===== src/rtl/reg_wr_arb_fpga.sv =====
`default_nettype none
// ============================================================================
// Module   : reg_wr_arb_fpga
// Purpose  : ALU/LSU writeback arbiter with per-source FIFOs. It drives the single
//            write port of the 3R/1W vector register bank.
// Option   : REG_WR_ARB_LSU_PRIO_EN selects fixed LSU priority. The default is round-robin.
// Revision : 1.0 - initial release
// ============================================================================
module reg_wr_arb_fpga #(
    parameter int DEPTH = 4
) (
    input  logic        clk,
    input  logic        rst,
    input  logic        alu_wr_valid,
    output logic        alu_wr_ready,
    input  logic [9:0]  alu_wr_addr,
    input  logic [31:0] alu_wr_data,
    input  logic        lsu_wr_valid,
    output logic        lsu_wr_ready,
    input  logic [9:0]  lsu_wr_addr,
    input  logic [31:0] lsu_wr_data,
    output logic        wr0_en,
    output logic [9:0]  wr0_addr,
    output logic [31:0] wr0_data,
    output logic        idle
);
    localparam int c_ptr_w = $clog2(DEPTH);
    localparam int c_cnt_w = c_ptr_w + 1;
    localparam int c_ent_w = 42;
    localparam logic [c_cnt_w-1:0] c_full = c_cnt_w'(DEPTH);

    // Index 0 is the ALU and index 1 is the LSU throughout.
    logic [1:0]              w_push;
    logic [1:0]              w_gnt;
    logic [1:0]              w_ne;
    logic [1:0]              w_rdy;
    logic [1:0]              w_contest_gnt;
    logic [1:0][c_ent_w-1:0] w_in;
    logic [1:0][c_ent_w-1:0] w_head;

    assign w_in[0] = {alu_wr_addr, alu_wr_data};
    assign w_in[1] = {lsu_wr_addr, lsu_wr_data};
    assign w_push  = {lsu_wr_valid & w_rdy[1], alu_wr_valid & w_rdy[0]};

    for (genvar gi = 0; gi < 2; gi++) begin : g_fifo
        logic [c_ent_w-1:0] r_mem [DEPTH];
        logic [c_ptr_w-1:0] r_wp;
        logic [c_ptr_w-1:0] r_rp;
        logic [c_cnt_w-1:0] r_cnt;

        always_ff @(posedge clk or posedge rst) begin
            if (rst) begin
                r_wp  <= '0;
                r_rp  <= '0;
                r_cnt <= '0;
            end else begin
                if (w_push[gi]) r_wp <= r_wp + 1'b1;
                if (w_gnt[gi])  r_rp <= r_rp + 1'b1;
                if (w_push[gi] && !w_gnt[gi])
                    r_cnt <= r_cnt + 1'b1;
                else if (!w_push[gi] && w_gnt[gi])
                    r_cnt <= r_cnt - 1'b1;
            end
        end

        always_ff @(posedge clk) begin
            if (w_push[gi]) r_mem[r_wp] <= w_in[gi];
        end

        assign w_head[gi] = r_mem[r_rp];
        assign w_ne[gi]   = (r_cnt != '0);
        // Ready depends on the count alone, so a full FIFO refuses a push even when it pops.
        assign w_rdy[gi]  = (r_cnt != c_full) && !rst;
    end

`ifdef REG_WR_ARB_LSU_PRIO_EN
    assign w_contest_gnt = 2'b10;
`else
    logic r_rr_lsu;

    assign w_contest_gnt = r_rr_lsu ? 2'b10 : 2'b01;

    // Only contested grants move the pointer. It then favours the other source.
    always_ff @(posedge clk or posedge rst) begin
        if (rst)
            r_rr_lsu <= 1'b0;
        else if (&w_ne)
            r_rr_lsu <= w_contest_gnt[0];
    end
`endif

    always_comb begin
        w_gnt = 2'b00;
        case (w_ne)
            2'b01:   w_gnt = 2'b01;
            2'b10:   w_gnt = 2'b10;
            2'b11:   w_gnt = w_contest_gnt;
            default: w_gnt = 2'b00;
        endcase
    end

    always_ff @(posedge clk or posedge rst) begin
        if (rst) begin
            wr0_en   <= 1'b0;
            wr0_addr <= '0;
            wr0_data <= '0;
        end else begin
            wr0_en <= |w_gnt;
            if (w_gnt[1])
                {wr0_addr, wr0_data} <= w_head[1];
            else if (w_gnt[0])
                {wr0_addr, wr0_data} <= w_head[0];
        end
    end

    assign alu_wr_ready = w_rdy[0];
    assign lsu_wr_ready = w_rdy[1];
    assign idle         = ~|w_ne & ~wr0_en;

endmodule
`default_nettype wire


===== config.mk =====
export PLATFORM = sky130hd
export DESIGN_NAME = reg_wr_arb_fpga
export DESIGN_NICKNAME = d
export VERILOG_FILES = /design/src/rtl/reg_wr_arb_fpga.sv
export SDC_FILE = /design/constraint.sdc
export NUM_CORES = 1
export LEC_CHECK = 0
export BUFFER_PORTS_ARGS = -buffer_cell sky130_fd_sc_hd__buf_2
export CAP_MARGIN = 15
export CORE_MARGIN = 10
export CORE_UTILIZATION = 55
export CTS_CLUSTER_DIAMETER = 100
export CTS_CLUSTER_SIZE = 12
export DETAILED_ROUTE_END_ITERATION = 8
export PLACE_DENSITY = 0.86
export SYNTH_ARGS = -nofsm -noshare
export SYNTH_HDL_FRONTEND = slang
export SYNTH_SLANG_ARGS = --single-unit
export TNS_END_PERCENT = 1

===== constraint.sdc =====
create_clock -name clk -period 3 [get_ports clk]
set_input_delay 0.6 -clock clk [delete_from_list [all_inputs] [get_ports clk]]
set_output_delay 0.6 -clock clk [all_outputs]
set_load 0.05 [all_outputs]

==> results.md <==
- Initial Util: 0.561
- Fin crit period: approximately 2800 ps
- Setup slack after layout: roughly 230 ps
- Layout cells sized above 1: 0.365
- Leading cell type in the layout, fill and taps excluded: edfxtp_1
- Row cnt: 61
- Synth Area in Compound Gates: 0.0535
- TritonCTS buffer count: 38
- H-tree level count: 2
- Setup TNS: 0 ps
- Violation count after the first detailed-route iteration: roughly 710
- Critical path cell sequence: nor3_4, buf_4, nand2_1, nor2_1, buf_2
- Main combinational cell family by area after synthesis: multiplexers
- Worst path arrival time: roughly 2200 ps
- Post-Synth XOR/XNOR Area: 0.00726
- Root buffer cell: clkbuf_16
- Unrepaired setup endpoints after global routing: no
- Area after DPL: 16900 um^2
- Gpl congestion: 0.764
- Tot Pwr: around 19000 uW
- Avg Cell Area, Syn: 20.5 um^2
- GR Util All Layers: 0.198
- Die X-Extent: around 190 um
- Fillers: between 1500 and 2000
- Worst Setup SP: g_fifo[1].r_cnt[0]
- Setup crit end kind: output port
- Pre-CTS WS: about 560 ps
- Post-CTS resize count: 0
- Worst r2r src: g_fifo[0].r_cnt[0]
- Hold Worst Slack: approximately 300 ps
- First drt pass iteration count: 4
- Number of global-route vias before repair: between 8000 and 9000
- CORE AREA: around 28000 um^2
- Die ar.: 35700 um^2
- CP startpoint kind: register
- Leak: approximately 0.0063 uW
- First-pass GRT wire length: 53900 um
- Hold_buf cts: 0
- Mux contribution to synthesized area: 0.150
- Die height: about 190 um
- Largest net degree at the start of global routing: 73
- CP max stage delay: ~470 ps
- Outcome: finished, final reports clean
- WL/cell: around 27 um
- Sequential share of the synthesized area: 0.736
- Synth unique cells: 29
- Clock Tree Buf Depth: 3
- Max_slew headroom: 0.358
- Final wirelength: 35300 um
- Simple-Gate Fraction of Synth Area: 0.0203
- Syn Std Cell Area: 15700 um^2
- Post-DP HPWL: approximately 22000 um
- Routed Antenna Nets: 0
- Power Dens Cells: roughly 1000 nW/um^2
- Final slew viol count: 0
- Layout Area Growth over Synthesis: 15.1%
- Grt total ovfl: 0
- Critical path class: reg -> out
- Setup-failing EPs final: 0
- Synth Register Bits: ~390
- Vias per cell: roughly 6.1
- Reg clk slew, reported paths: ~60 ps
- Nets: a little over 1000
- Critical path peak fanout: 15
- Most frequent cells in the layout: 336 x edfxtp_1, 133 x buf_2, 84 x mux4_2
- IO Count: about 130
- Synth Area in Adders: 0.0105
- F_max: approximately 360 MHz
- Initial antenna violation count: 10
- Hold crit path type: in -> reg
- Slew @ Worst Pin: a little under 1000 ps
- VDD IR max: about 0.75 mV
- Clk Latency, worst-skew pair: roughly 520 ps
- Max cap viols: 0
- Number of port buffers: approximately 130
- Synthesized instance count: 764
- Total number of vias: 8147
- Clk sinks: just under 400
- Ys Warns: 0
- CTS tree: yes
- Post-detailed-route DRC marker count: 0
- Hold Crit Start: lsu_wr_data[27]
- Synth Net Count: 864
- Layout Skew: ~18 ps
- Setup repair bufs after CTS: 0
- Final Cell Area: approximately 18000 um^2
- Final hold violation count: 0
- Crit-path slowest cell: dfrtp_1
- Crit path required time: between 2000 and 2500 ps
- Final period utilization: 0.924
## layer usage
metal	up-vias	share of wire	track usage	wire length, um
li1	3476	-	-	-
met1	4258	0.37	0.247	13200
met2	344	0.53	0.338	18800
met3	63	0.071	0.0441	2520
met4	6	0.019	0.0617	680
met5	-	0.00096	0	34
## critical path: cells and delay by family, from the launching register on
kind	cells	cell delay, ps
and+or+nand+nor	3	600
buffers and inverters	2	580
DFF	1	470
## area by class of cell
type                    count  area (um^2)  share of cell area
diodes                      6         15.0            0.000832
clock buffers              67         1090              0.0604
clock inverters             1         8.76            0.000485
inverters                  10         37.5             0.00208
multi-input cells         308         3820               0.212
flip-flops and latches    394        11600               0.640
well taps                 378          473              0.0262
repair buffers            166         1050              0.0582
## path summary, 6_finish.rpt
kind	end	depth (start not counted)	slack, ps
worst min register to register	g_fifo[1].r_wp[1]	1	570
min in group asynchronous	wr0_data[23]	2	370
max in group asynchronous	r_rr_lsu	3	1860
worst min-delay path	g_fifo[1].r_mem[3][27]	1	300
worst max register to register	g_fifo[0].r_cnt[2]	8	620
worst max-delay path	idle	5	230
## sequential cells by signal, indices dropped and copies added (netlist names)
register	cells
wr0_en	1
g_fifo.r_wp	4
g_fifo.r_mem	336
r_rr_lsu	1
g_fifo.r_rp	4
g_fifo.r_cnt	6
wr0_data	32
wr0_addr	10
## cells in the mapped netlist
library cell    n  area [um^2]
buf_1           1         3.75
mux4_2         84         1890
mux2_2          4         45.0
clkbuf_1       17         63.8
a211oi_2       30          375
buf_4           7         52.6
inv_2           1         3.75
nor2_1          6         22.5
inv_1           9         33.8
nor3_2          2         20.0
ha_1           10          125
or3_1           2         12.5
o211ai_2        1         12.5
a21oi_1         2         10.0
nor3_1         42          210
nand2_1         1         3.75
fa_1            2         40.0
o21ai_2         1         8.76
and2_1          8         50.1
xnor2_1         9         78.8
mux2i_1        42          420
a211oi_1       56          420
buf_6           9          101
xor2_1          4         35.0
edfxtp_1      336        10100
buf_2          18         90.1
o211ai_1        1         7.51
dfrtp_1        58         1450
o21ai_0         1         5.00
## power breakdown
part | internal, uW | leakage, uW | switching, uW | total [uW]
clock network | 2460 | 0.000524 | 1870 | 4330
logic | 2640 | 0.00208 | 3950 | 6590
registers | 6920 | 0.00370 | 803 | 7730
total | 12000 | 0.00631 | 6630 | 18700
## cells by family after synthesis
family          after synthesis
simple gates                 61
flops                       394
xor+xnor                     13
fa+ha+maj                    12
buf+inv                      62
compound gates               92
mux                         130
## through the flow
| step | instances | util |
|---|---|---|
| finish | 1330 | 0.646 |
| global route | 1327 | 0.646 |
| CTS | 1324 | 0.646 |
| detailed placement | 1256 | 0.606 |
| global placement | 1256 | 0.606 |
| floorplan | 764 | - |
(Power assumes the default switching activity.)
